$ cat src/rtl/uart_tx_scheduler_pkg.sv
// uart_sched_pkg: shared state type, default message width and index wrap helper for the UART scheduler
package uart_sched_pkg;
  typedef enum logic [1:0] {IDLE, LAUNCH, WAIT, GAP} sched_state_t;
  localparam int DEF_MSG_W = 16;
  function automatic int next_index(input int ptr, input int n);
    return (ptr + 1 >= n) ? 0 : ptr + 1;
  endfunction
endpackage

$ cat src/rtl/uart_tx_scheduler_rr_picker.sv
// rr_picker: rotating-priority request search with a pointer that moves just past each granted index
module rr_picker
  import uart_sched_pkg::*;
#(
  parameter int NUM_REQ = 4,
  localparam int IW = $clog2(NUM_REQ)
) (
  input  logic               i_clock,
  input  logic               i_reset,
  input  logic [NUM_REQ-1:0] i_req,
  input  logic               i_advance,
  input  logic [IW-1:0]      i_winner,
  output logic [IW-1:0]      o_pick,
  output logic               o_any_req
);
  localparam logic [IW:0] LIM = (IW+1)'(NUM_REQ);
  logic [IW-1:0]      r_ptr;
  logic [NUM_REQ-1:0] w_rot;
  logic [IW-1:0]      w_off;
  logic [IW:0]        w_sum;
  assign w_rot = NUM_REQ'({i_req, i_req} >> r_ptr);
  always_comb begin
    w_off = '0;
    for (int k = NUM_REQ - 1; k >= 0; k--)
      if (w_rot[k]) w_off = IW'(k);
  end
  assign w_sum     = {1'b0, r_ptr} + {1'b0, w_off};
  assign o_pick    = (w_sum >= LIM) ? IW'(w_sum - LIM) : IW'(w_sum);
  assign o_any_req = |i_req;
  always_ff @(posedge i_clock)
    if (i_reset) r_ptr <= '0;
    else if (i_advance) r_ptr <= IW'(next_index(int'(i_winner), NUM_REQ));
endmodule

$ cat src/rtl/uart_tx_scheduler.sv
// uart_tx_scheduler: round-robin sharing of one UART transmitter, with launch, done/timeout wait and idle line gap
module uart_tx_scheduler
  import uart_sched_pkg::*;
#(
  parameter int NUM_REQ        = 4,
  parameter int MSG_W          = DEF_MSG_W,
  parameter int GAP_CYCLES     = 16,
  parameter int TIMEOUT_CYCLES = 4096,
  localparam int IW = $clog2(NUM_REQ)
) (
  input  logic                     i_clock,
  input  logic                     i_reset,
  input  logic [NUM_REQ-1:0]       i_req,
  input  logic [NUM_REQ*MSG_W-1:0] i_req_data,
  output logic [NUM_REQ-1:0]       o_grant,
  output logic [MSG_W-1:0]         o_tx_message,
  output logic                     o_tx_start,
  input  logic                     i_tx_busy,
  input  logic                     i_tx_done,
  output logic [IW-1:0]            o_active_id,
  output logic                     o_sched_busy,
  output logic                     o_timeout_err,
  input  logic                     i_clear_err
);
  localparam int TMAX = (GAP_CYCLES > TIMEOUT_CYCLES) ? GAP_CYCLES : TIMEOUT_CYCLES;
  localparam int TW   = $clog2(TMAX + 1);
  localparam logic [TW-1:0] TO_LAST  = TW'(TIMEOUT_CYCLES - 1);
  localparam logic [TW-1:0] GAP_LAST = TW'((GAP_CYCLES > 0) ? GAP_CYCLES - 1 : 0);
  sched_state_t     r_state;
  sched_state_t     w_next;
  logic [MSG_W-1:0] r_msg;
  logic [IW-1:0]    r_id;
  logic [TW-1:0]    r_timer;
  logic             r_err;
  logic [IW-1:0]    w_pick;
  logic             w_any;
  logic             w_launch;
  logic             w_done;
  logic             w_timeout;
  logic             w_gap_end;
  logic [MSG_W-1:0] w_slices [NUM_REQ];
  for (genvar i = 0; i < NUM_REQ; i++) begin : g_slice
    assign w_slices[i] = i_req_data[i*MSG_W +: MSG_W];
  end
  rr_picker #(.NUM_REQ(NUM_REQ)) u_picker (
    .i_clock   (i_clock),
    .i_reset   (i_reset),
    .i_req     (i_req),
    .i_advance (r_state == LAUNCH),
    .i_winner  (r_id),
    .o_pick    (w_pick),
    .o_any_req (w_any)
  );
  assign w_launch  = (r_state == IDLE) && w_any && !i_tx_busy;
  assign w_done    = (r_state == WAIT) && i_tx_done;
  assign w_timeout = (r_state == WAIT) && !i_tx_done && (r_timer == TO_LAST);
  assign w_gap_end = (r_state == GAP) && (r_timer == GAP_LAST);
  always_comb
    w_next = (r_state == LAUNCH)    ? WAIT :
             w_launch               ? LAUNCH :
             (w_done || w_timeout)  ? ((GAP_CYCLES == 0) ? IDLE : GAP) :
             w_gap_end              ? IDLE : r_state;
  always_ff @(posedge i_clock)
    if (i_reset) begin
      r_state <= IDLE;
      r_msg   <= '0;
      r_id    <= '0;
      r_timer <= '0;
      r_err   <= 1'b0;
    end else begin
      r_state <= w_next;
      r_timer <= (r_state != w_next || r_state == IDLE) ? '0 : r_timer + 1'b1;
      if (w_launch) begin
        r_msg <= w_slices[w_pick];
        r_id  <= w_pick;
      end
      r_err <= w_timeout | (r_err & ~i_clear_err);
    end
  assign o_tx_start    = (r_state == LAUNCH);
  assign o_grant       = o_tx_start ? (NUM_REQ'(1) << r_id) : '0;
  assign o_tx_message  = r_msg;
  assign o_active_id   = r_id;
  assign o_sched_busy  = (r_state != IDLE);
  assign o_timeout_err = r_err;
endmodule

$ cat config.mk
export PLATFORM = sky130hd
export DESIGN_NAME = uart_tx_scheduler
export DESIGN_NICKNAME = d
export VERILOG_FILES = /design/src/rtl/uart_tx_scheduler_pkg.sv /design/src/rtl/uart_tx_scheduler_rr_picker.sv /design/src/rtl/uart_tx_scheduler.sv
export SDC_FILE = /design/constraint.sdc
export NUM_CORES = 1
export LEC_CHECK = 0
export ABC_AREA = 1
export BUFFER_PORTS_ARGS = -buffer_cell sky130_fd_sc_hd__buf_2
export CAP_MARGIN = 20
export CORE_MARGIN = 5
export CORE_UTILIZATION = 47
export DETAILED_ROUTE_END_ITERATION = 10
export GPL_ROUTABILITY_DRIVEN = 0
export PLACE_DENSITY_LB_ADDON = 0.12
export SYNTH_ARGS = -nofsm -noshare
export SYNTH_HDL_FRONTEND = slang
export SYNTH_SLANG_ARGS = --single-unit
$ cat constraint.sdc
create_clock -name i_clock -period 5.3 [get_ports i_clock]
set_input_delay 0.53 -clock i_clock [delete_from_list [all_inputs] [get_ports i_clock]]
set_output_delay 0.53 -clock i_clock [all_outputs]
set_load 0.02 [all_outputs]
==> results of run 1 <==
-- synth_stat cells --
cell type	instances	area share
xor2_1	6	0.022
buf_4	2	0.0062
o211ai_1	1	0.0031
mux2i_1	16	0.066
clkinv_4	1	0.0036
inv_2	4	0.0062
a21oi_1	6	0.012
nor2_4	1	0.0046
nand2_1	43	0.066
buf_2	3	0.0062
nand3_2	1	0.0041
nor2_1	56	0.086
a21boi_0	1	0.0031
nand3_4	1	0.0072
o21ai_0	17	0.035
nor4_1	1	0.0026
dfxtp_1	36	0.30
buf_6	5	0.023
nand3_1	32	0.066
xnor2_1	5	0.018
nor3_1	2	0.0041
clkbuf_1	4	0.0062
nand2_2	2	0.0051
buf_1	1	0.0015
nand4_1	5	0.013
a21oi_2	16	0.058
o21ai_1	4	0.0082
inv_1	27	0.042
nand2_4	3	0.014
ha_1	6	0.031
buf_8	1	0.0062
mux2_2	16	0.074
-- placed cells by master (no fill, tap or decap), drive strengths merged, types with 16 or more instances in the layout --
master	n
mux2	16
mux2i	16
inv	31
dfxtp	36
buf	98
nand3	34
o21ai	21
nor2	57
nand2	48
a21oi	22
-- worst min path at each step --
stage,startpoint,slack [ns],end,depth (start not counted)
2_1_floorplan,r_timer[0]$_SDFF_PP0_,0.42,r_timer[0]$_SDFF_PP0_,1
3_3_place_gp,r_timer[0]$_SDFF_PP0_,0.43,r_timer[0]$_SDFF_PP0_,1
3_5_place_dp,r_timer[0]$_SDFF_PP0_,0.44,r_timer[0]$_SDFF_PP0_,1
4_1_cts,i_reset,0.42,o_timeout_err$_SDFF_PP0_,2
5_1_grt,i_reset,0.43,r_state[1]$_SDFF_PP0_,2
6_report,i_reset,0.43,o_timeout_err$_SDFF_PP0_,2
-- metrics by stage --
step                power [W]  cells  hold slack [ns]  setup slack, ns   util
global placement     0.000920    477            0.432             2.73  0.570
floorplan            0.000832    325            0.418             3.03      -
global route          0.00124    485            0.432             2.49  0.592
detailed placement   0.000923    477            0.444             2.69  0.570
finish                0.00116    485            0.426             2.82  0.592
CTS                   0.00117    485            0.417             2.79  0.592
-- logic make-up (layout without fill, tap and decap cells) --
kind of cell             count (synthesis)  after routing  share of synthesized area
AO/OA/AOI/OAI                           45             45                      0.119
buffers and inverters                   48            138                      0.101
flip-flops                              36             36                      0.296
multiplexers                            32             32                      0.140
adder cells (fa/ha/maj)                  6              6                     0.0309
AND/OR/NAND/NOR                        147            147                      0.273
XOR/XNOR                                11             11                     0.0396
-- power groups by stage --
stage          clock network, W  registers, W  logic (W)
2_1_floorplan                 0      0.000371   0.000461
5_1_grt                0.000259      0.000339   0.000646
3_5_place_dp                  0      0.000339   0.000584
4_1_cts                0.000250      0.000333   0.000588
3_3_place_gp                  0      0.000340   0.000581
6_report               0.000245      0.000334   0.000584
-- final cells by class --
class / count / share of cell area
flip-flops and latches: 36 / 0.240
clock inverters: 3 / 0.0142
repair buffers: 98 / 0.164
well taps: 70 / 0.0292
multi-input cells: 241 / 0.488
clock buffers: 5 / 0.0229
inverters: 32 / 0.0416
-- per-layer routing --
layer  wire, um  track usage  vias to the layer above
li1           -            -                     1243
met1       2740        0.245                     1047
met2       2720        0.306                       76
met3        453       0.0493                       10
met4         94       0.0681                        0
met5          0            0                        -
-- flip-flops by register name, summed over array words and instances (netlist names) --
register	cells
o_tx_message	16
r_timer	13
o_active_id	2
r_state	2
u_picker.r_ptr	2
o_timeout_err	1
==> impl_metrics.py, run 1 <==
metrics = {
    "global_routing": {
        "grt_overflow": 0,
        "antenna_found_initial": 0,
        "grt_pass1_vias": 2272,
        "grt_pass1_wl_mm": 10.1,
        "grt_max_degree": 36,
        "grt_use_total": 0.190,
    },
    "clock_network": {
        "cts_inserted_buffers": 5,
        "clock_sinks": 36,
        "clkTransAtPathRegs_ns": 0.08,
        "clock_latency_ns": 0.29,
        "cts_tree": "built",
        "clockBufferDepth": 2,
        "ctsResizeCount": 0,
        "postCtsSetupRepairBufs": 0,
        "cts-root-buf": "clkbuf_8",
        "cts-htree-levels": 2,
        "postCtsHoldBufs": 0,
    },
    "power": {
        "p_leak_nw": 1.44,
        "power.density_nw_per_um2": 387,
        "power_frac_clock": 0.211,
        "sw_frac_of_total": 0.410,
        "p_sw_w": 0.000477,
        "intPower_w": 0.000686,
        "combPwrFrac": 0.502,
        "power.share.sequential": 0.287,
        "max-vdd-ir-drop_mv": 0.160,
    },
    "critical_path": {
        "cp-end-kind": "flop",
        "crit_chain": "inv_2, nand2_1, nand3_1, nand2_1, nand3_1, a21boi_0, ha_1, xnor2_1, nand3_4, nand3_1, nand2_1, nor2_1, nor2_1",
        "regToRegEndpoint": "o_tx_message[1]$_SDFFE_PP0N_",
        "crit_path_max_incr_delay_ns": 0.46,
        "crit_end": "o_tx_message[1]$_SDFFE_PP0N_",
        "critPathMaxFanout": 33,
        "reg2reg_from": "u_picker.r_ptr[0]$_SDFFE_PP0P_",
        "ff2ff_path_depth": 13,
        "worst_ep_required_time_ns": 5.49,
        "worst-r2r-setup-slack_ns": 2.82,
        "crit_arrival_ns": 2.67,
        "crit_slowest_cell": "dfxtp_1",
        "startpoint": "u_picker.r_ptr[0]$_SDFFE_PP0P_",
        "cp.depth": 13,
        "worst-path-buf-inv": 1,
        "cp-start-kind": "flop",
        "cp_top_family": "simple AND/OR/NAND/NOR gates",
        "crit_type": "flop to flop",
    },
    "outcome": {
        "status": "finished clean",
    },
    "floorplanning": {
        "dieArea_um2": 6710,
        "rows": 26,
        "initial_core_util": 0.479,
        "io_pins": 98,
        "design.core.area_um2": 5070,
        "die_w_um": 81.9,
        "die_h_um": 81.9,
    },
    "timing": {
        "finalCritPeriodShare": 0.468,
        "min_period_ns": 2.48,
        "worst_pin_slew_ns": 0.614,
        "finalSetupTns_ns": 0,
        "fmax_ghz": 0.403,
        "setup_viol": 0,
        "skew_ns": 0.00532,
        "drv_slew": 0,
        "slew_headroom": 0.590,
        "hold_viol": 0,
        "rsz0062_at_grt": "false",
    },
    "routing": {
        "drt_iter0_markers": 85,
        "vias": 2376,
        "firstDrtPassIters": 4,
        "drt-total-wl_mm": 6.01,
        "drc": 0,
        "routedWlPerCell_um": 12.4,
        "final_antenna_net_count": 0,
        "viasPerCell": 4.90,
    },
    "synth": {
        "synthCells": 325,
        "synth_area_um2": 2430,
        "synth_warnings": 0,
        "syn-num-nets": 404,
        "ys_seq_area_frac": 0.296,
        "yosys_register_bits": 36,
        "synth.distinct_cells": 32,
        "syn_avg_cell_area_um2": 7.48,
    },
    "run": {
        "maxCapViolations": 0,
    },
    "final_layout": {
        "area_delta_synth_final_pct": 23.5,
        "num-fill-cells": 510,
        "regArea_um2": 721,
        "multi_input_area_um2": 1470,
        "fin_area_um2": 3000,
        "num_antenna_cells": 0,
        "drive_gt1_frac": 0.364,
        "num-nets-final": 493,
    },
    "placed_design": {
        "placed_area_um2": 2890,
        "io_buffers": 97,
        "hpwl_mm": 4.53,
    },
    "min_path": {
        "hold_class": "input port to flop",
    },
}
Note: power is estimated with default switching activity, not from simulation.
==> run 2: changes to the inputs <==
Settings changed: CORE_UTILIZATION 47 to 44.
Clock period 5.3 ns to 2.2 ns, I/O delays scaled along.
==> run 2 against run 1 <==
Worst hold slack got worse by 0.30 ns. Design area increased by 5.2%. Sequential power grew 140%. Clock skew rose by 0.0021 ns. Cell count increased by 2.3%. Clock power up 140%. First-iteration DRC count increased by 29%. Fmax rose by 20%. Largest cell class unchanged. Largest power group unchanged.
==> impl_metrics.py, run 2 (synthesized netlist as in run 1, its figures left out) <==
metrics = {
    "placed_design": {
        "dp_slack_ns": -0.0176,
        "placed_cells": 486,
        "hpwl_mm": 4.53,
        "io_buffers": 97,
    },
    "timing": {
        "worst_pin_slew_ns": 0.453,
        "setup_ws_ns": 0.132,
        "fmax_ghz": 0.483,
        "skew_ns": 0.00746,
        "timing.hold.ws_ns": 0.121,
        "slew_headroom": 0.698,
        "hold_viol": 0,
        "drv_slew": 0,
        "min_period_ns": 2.07,
        "rsz0062_at_grt": "true",
        "finalSetupTns_ns": 0,
        "setup_viol": 0,
        "finalCritPeriodShare": 0.940,
    },
    "power": {
        "power.density_nw_per_um2": 957,
        "p_leak_nw": 1.51,
        "p_total_w": 0.00303,
        "max-vdd-ir-drop_mv": 0.414,
    },
    "floorplanning": {
        "initial_core_util": 0.447,
        "dieArea_um2": 7110,
        "die_h_um": 84.4,
        "die_w_um": 84.4,
        "design.core.area_um2": 5440,
        "rows": 27,
        "io_pins": 98,
    },
    "critical_path": {
        "startpoint": "u_picker.r_ptr[0]$_SDFFE_PP0P_",
        "worst-r2r-setup-slack_ns": 0.13,
        "reg2reg_from": "u_picker.r_ptr[0]$_SDFFE_PP0P_",
        "cp-end-kind": "flop",
        "crit_arrival_ns": 2.26,
        "worst_ep_required_time_ns": 2.39,
        "ff2ff_path_depth": 13,
        "crit_type": "flop to flop",
        "regToRegEndpoint": "o_tx_message[4]$_SDFFE_PP0N_",
        "cp-start-kind": "flop",
        "critPathMaxFanout": 9,
    },
    "routing": {
        "routedWlPerCell_um": 12.3,
        "drt-total-wl_mm": 6.09,
        "final_antenna_net_count": 0,
        "vias": 2400,
        "firstDrtPassIters": 4,
        "viasPerCell": 4.84,
        "drt_iter0_markers": 110,
        "drc": 0,
    },
    "final_layout": {
        "layout_common_cells": "buf_2 (97), nor2_1 (56), nand2_1 (42)",
        "num_antenna_cells": 0,
        "area_delta_synth_final_pct": 30.0,
        "final_cells": 496,
        "largest_reg_flops": 16,
        "drive_gt1_frac": 0.392,
        "num-nets-final": 502,
        "final_common_cell": "buf_2",
    },
    "global_routing": {
        "globalRouteMet2Util": 0.281,
        "grt_pass1_wl_mm": 10.2,
        "grt_overflow": 0,
        "use_met3": 0.0550,
        "grt_pass1_vias": 2346,
        "antenna_found_initial": 0,
        "gr-max-usage-layer": "met2",
        "met1_usage": 0.215,
        "grt_use_total": 0.172,
        "grt_max_degree": 34,
    },
    "min_path": {
        "min_path_cells": 2,
        "min_from": "i_reset",
        "hold_class": "input port to flop",
        "holdPathEnd": "o_timeout_err$_SDFF_PP0_",
    },
    "clock_network": {
        "cts-htree-levels": 2,
        "clock_sinks": 36,
        "cts-root-buf": "clkbuf_8",
        "clock_latency_ns": 0.29,
        "cts_tree": "built",
        "cts_inserted_buffers": 5,
        "postCtsHoldBufs": 0,
        "clkTransAtPathRegs_ns": 0.08,
        "clockBufferDepth": 2,
    },
    "run": {
        "maxCapViolations": 0,
    },
    "outcome": {
        "status": "finished clean",
    },
}
==> run 2: cell types whose count changed in the layout (fill, tap and decap cells not counted), sizes merged <==
cell and change:
buf +8, clkbuf +2, clkinvlp -1
==> run 2: worst max path at each step <==
stage	to	cells after the start
floorplan	o_tx_message[10]$_SDFFE_PP0N_	14
global placement	o_tx_message[0]$_SDFFE_PP0N_	12
detailed placement	o_tx_message[0]$_SDFFE_PP0N_	12
CTS	o_tx_message[0]$_SDFFE_PP0N_	12
global route	o_tx_message[0]$_SDFFE_PP0N_	13
finish	o_tx_message[4]$_SDFFE_PP0N_	13
==> run 2: critical path, stage by stage, from the launching register on <==
cell,delay [ns]
dfxtp_4,0.38
inv_2,0.06
nand2_1,0.07
nand3_1,0.06
nand2_1,0.10
nand3_1,0.09
a21boi_2,0.21
ha_4,0.20
buf_4,0.19
mux2_2,0.35
nand3_1,0.09
nand2_1,0.05
nor2_1,0.08
nor2_1,0.04
==> run 2: cell type report <==
cell class / instances / area (um^2)
clock buffers: 6 / 72.6
clock inverters: 2 / 35.0
fillers: 527 / 2280
inverters: 32 / 125
multi-input cells: 241 / 1500
flip-flops and latches: 36 / 726
well taps: 72 / 90.1
repair buffers: 107 / 616
==> run 2: power by group <==
part           internal [W]  switching [W]  total, W
clock network      0.000337       0.000249  0.000586
logic              0.000755       0.000880   0.00163
registers          0.000741      0.0000643  0.000806
==> run 2: what timing repair did <==
action                                  4_1_cts  5_1_grt
endpoints found under the setup margin        1       17
gates cloned                                  0        1
buffers inserted                              0        1
pin swaps                                     0        3
endpoints found under the hold margin         0        0
gates resized for setup                       1        9
==> run 2: metal layers <==
metal	up-vias	wire length [um]
li1	1262	-
met1	1055	2690
met2	75	2840
met3	8	460
met4	0	95
met5	-	0
==> run 2: stage by stage <==
step / cell area, um^2 / util
after floorplan: 2430 / -
after detailed placement: 2990 / 0.549
final: 3160 / 0.581
after global routing: 3160 / 0.581
after global placement: 2990 / 0.549
after CTS: 3090 / 0.569
==> run 3: changes to the inputs <==
Settings changed: BUFFER_PORTS_ARGS -buffer_cell sky130_fd_sc_hd__buf_2 to -buffer_cell sky130_fd_sc_hd__buf_4.
==> run 3 against run 2 <==
Worst hold slack got worse by 0.025 ns. Fmax fell by 1.7%. Critical path depth fell by 1. First-iteration DRC count shrank 30%. Critical endpoint is now o_tx_message[10]$_SDFFE_PP0N_. Routed wire length is 3.8% higher. Design area grew 8.9%. Cell count is 0.40% higher. Register-to-register slack lost 0.04 ns. Flip-flop and latch count unchanged. Largest cell class unchanged. Highest routed layer unchanged. Die area did not move. Critical path type unchanged. Clock skew is 0.00089 ns lower.
==> impl_metrics.py, run 3 (synthesized netlist as in run 1, its figures left out) <==
metrics = {
    "outcome": {
        "status": "finished clean",
    },
    "routing": {
        "drt_iter0_markers": 77,
        "routedWlPerCell_um": 12.7,
        "vias": 2433,
        "drc": 0,
        "final_antenna_net_count": 0,
        "firstDrtPassIters": 4,
        "viasPerCell": 4.89,
        "drt-total-wl_mm": 6.32,
    },
    "timing": {
        "fmax_ghz": 0.475,
        "worst_pin_slew_ns": 0.449,
        "drv_slew": 0,
        "setup_viol": 0,
        "hold_viol": 0,
        "timing.hold.ws_ns": 0.0962,
        "setup_ws_ns": 0.0947,
        "skew_ns": 0.00657,
        "min_period_ns": 2.11,
        "finalCritPeriodShare": 0.957,
        "slew_headroom": 0.700,
    },
    "min_path": {
        "min_from": "i_reset",
        "hold_class": "input port to flop",
        "min_path_cells": 2,
        "holdPathEnd": "r_state[1]$_SDFF_PP0_",
    },
    "final_layout": {
        "num_antenna_cells": 0,
        "final_cells": 498,
        "largest_reg_flops": 16,
        "num-nets-final": 504,
        "layout_common_cells": "buf_4 (102), nor2_1 (56), nand2_1 (41)",
        "drive_gt1_frac": 0.394,
        "final_common_cell": "buf_4",
        "area_delta_synth_final_pct": 41.6,
        "num-fill-cells": 494,
    },
    "clock_network": {
        "cts-root-buf": "clkbuf_8",
        "clock_sinks": 36,
        "cts_tree": "built",
        "postCtsHoldBufs": 0,
        "cts-htree-levels": 2,
        "cts_inserted_buffers": 5,
        "clock_latency_ns": 0.29,
        "clockBufferDepth": 2,
        "clkTransAtPathRegs_ns": 0.08,
    },
    "critical_path": {
        "reg2reg_from": "u_picker.r_ptr[0]$_SDFFE_PP0P_",
        "worst-r2r-setup-slack_ns": 0.09,
        "crit_arrival_ns": 2.29,
        "critPathMaxFanout": 6,
        "regToRegEndpoint": "o_tx_message[10]$_SDFFE_PP0N_",
        "ff2ff_path_depth": 12,
        "worst_ep_required_time_ns": 2.38,
        "crit_slowest_cell": "dfxtp_4",
        "crit_path_max_incr_delay_ns": 0.40,
        "crit_type": "flop to flop",
        "crit_chain": "inv_4, nand2_1, nand3_1, nand3_1, a21boi_2, ha_4, clkbuf_16, mux2_2, nand3_1, nand2_1, nor2_1, nor2_1",
        "cp_common_cell": "nand3_1",
        "cp-end-kind": "flop",
        "cp-start-kind": "flop",
    },
    "power": {
        "p_leak_nw": 1.59,
        "intPower_w": 0.00191,
        "combPwrFrac": 0.581,
        "power.share.sequential": 0.259,
        "max-vdd-ir-drop_mv": 0.440,
        "sw_frac_of_total": 0.388,
        "p_sw_w": 0.00121,
        "power.density_nw_per_um2": 908,
        "power_frac_clock": 0.161,
    },
    "placed_design": {
        "hpwl_mm": 4.66,
        "io_buffers": 97,
        "placed_cells": 487,
        "dp_slack_ns": 0.0122,
    },
    "global_routing": {
        "grt_overflow": 0,
        "grt_pass1_wl_mm": 10.5,
        "grt_use_total": 0.175,
        "antenna_found_initial": 0,
        "grt_max_degree": 34,
        "grt_pass1_vias": 2437,
    },
    "floorplanning": {
        "dieArea_um2": 7110,
        "design.core.area_um2": 5440,
        "die_h_um": 84.4,
        "io_pins": 98,
        "die_w_um": 84.4,
        "rows": 27,
        "initial_core_util": 0.447,
    },
    "run": {
        "maxCapViolations": 0,
    },
}
==> run 3: how the worst max path moves through the flow <==
stage                                               from                       endpoint  slack (ns)  depth (start not counted)
after global routing      u_picker.r_ptr[0]$_SDFFE_PP0P_   o_tx_message[9]$_SDFFE_PP0N_       -0.04                         13
after floorplan           u_picker.r_ptr[0]$_SDFFE_PP0P_  o_tx_message[10]$_SDFFE_PP0N_        0.03                         14
after detailed placement  u_picker.r_ptr[0]$_SDFFE_PP0P_   o_tx_message[0]$_SDFFE_PP0N_        0.01                         12
final                     u_picker.r_ptr[0]$_SDFFE_PP0P_  o_tx_message[10]$_SDFFE_PP0N_        0.09                         12
after CTS                 u_picker.r_ptr[0]$_SDFFE_PP0P_   o_tx_message[6]$_SDFFE_PP0N_        0.01                         12
after global placement    u_picker.r_ptr[0]$_SDFFE_PP0P_   o_tx_message[6]$_SDFFE_PP0N_        0.08                         14
==> run 3: through the flow <==
step | area, um^2 | power (W) | utilization | setup TNS (ns)
finish | 3440 | 0.00313 | 0.633 | 0
floorplan | 2430 | 0.00200 | - | 0
global route | 3440 | 0.00336 | 0.633 | -0.207
global placement | 3250 | 0.00245 | 0.597 | 0
CTS | 3340 | 0.00297 | 0.614 | 0
detailed placement | 3250 | 0.00246 | 0.597 | 0
==> run 3: per-layer routing <==
layer  part of all wire  vias to the layer above  wire (um)  track usage
met4              0.013                        0         80       0.0518
met3              0.080                        7        506       0.0638
met2               0.49                       68       3100        0.302
li1                   -                     1266          -            -
met1               0.42                     1092       2640        0.204
met5                  0                        -          0            0
==> run 3: what timing repair did <==
| item | in CTS | in global routing |
|---|---|---|
| endpoints found under the setup margin | 0 | 17 |
| endpoints found under the hold margin | 0 | 0 |
| buffers inserted | 0 | 1 |
| resized for setup | 0 | 13 |
==> run 3: cell type report <==
cell class                 instances  area, um^2  share of cell area
multi-input combinational        241        1500               0.434
inverter                          32         128              0.0371
timing repair buffer             109         911               0.265
clock buffer                       7        86.3              0.0251
sequential                        36         726               0.211
clock inverter                     1        7.51             0.00218
tap                               72        90.1              0.0262
==> run 3: power by group through the flow <==
stage	clock [W]	combinational [W]	sequential, W
4_1_cts	0.000518	0.00165	0.000802
5_1_grt	0.000545	0.00199	0.000823
6_report	0.000503	0.00182	0.000809
3_5_place_dp	0	0.00164	0.000817
3_3_place_gp	0	0.00163	0.000814
2_1_floorplan	0	0.00111	0.000893
==> run 3: critical path, delay by kind of cell (launching register included) <==
| kind | cells | cell delay [ns] |
|---|---|---|
| and+or+nand+nor | 7 | 0.61 |
| AOI/OAI and AO/OA | 1 | 0.08 |
| adders and majority gates | 1 | 0.34 |
| DFF | 1 | 0.40 |
| muxes | 1 | 0.33 |
| buffers and inverters | 2 | 0.22 |
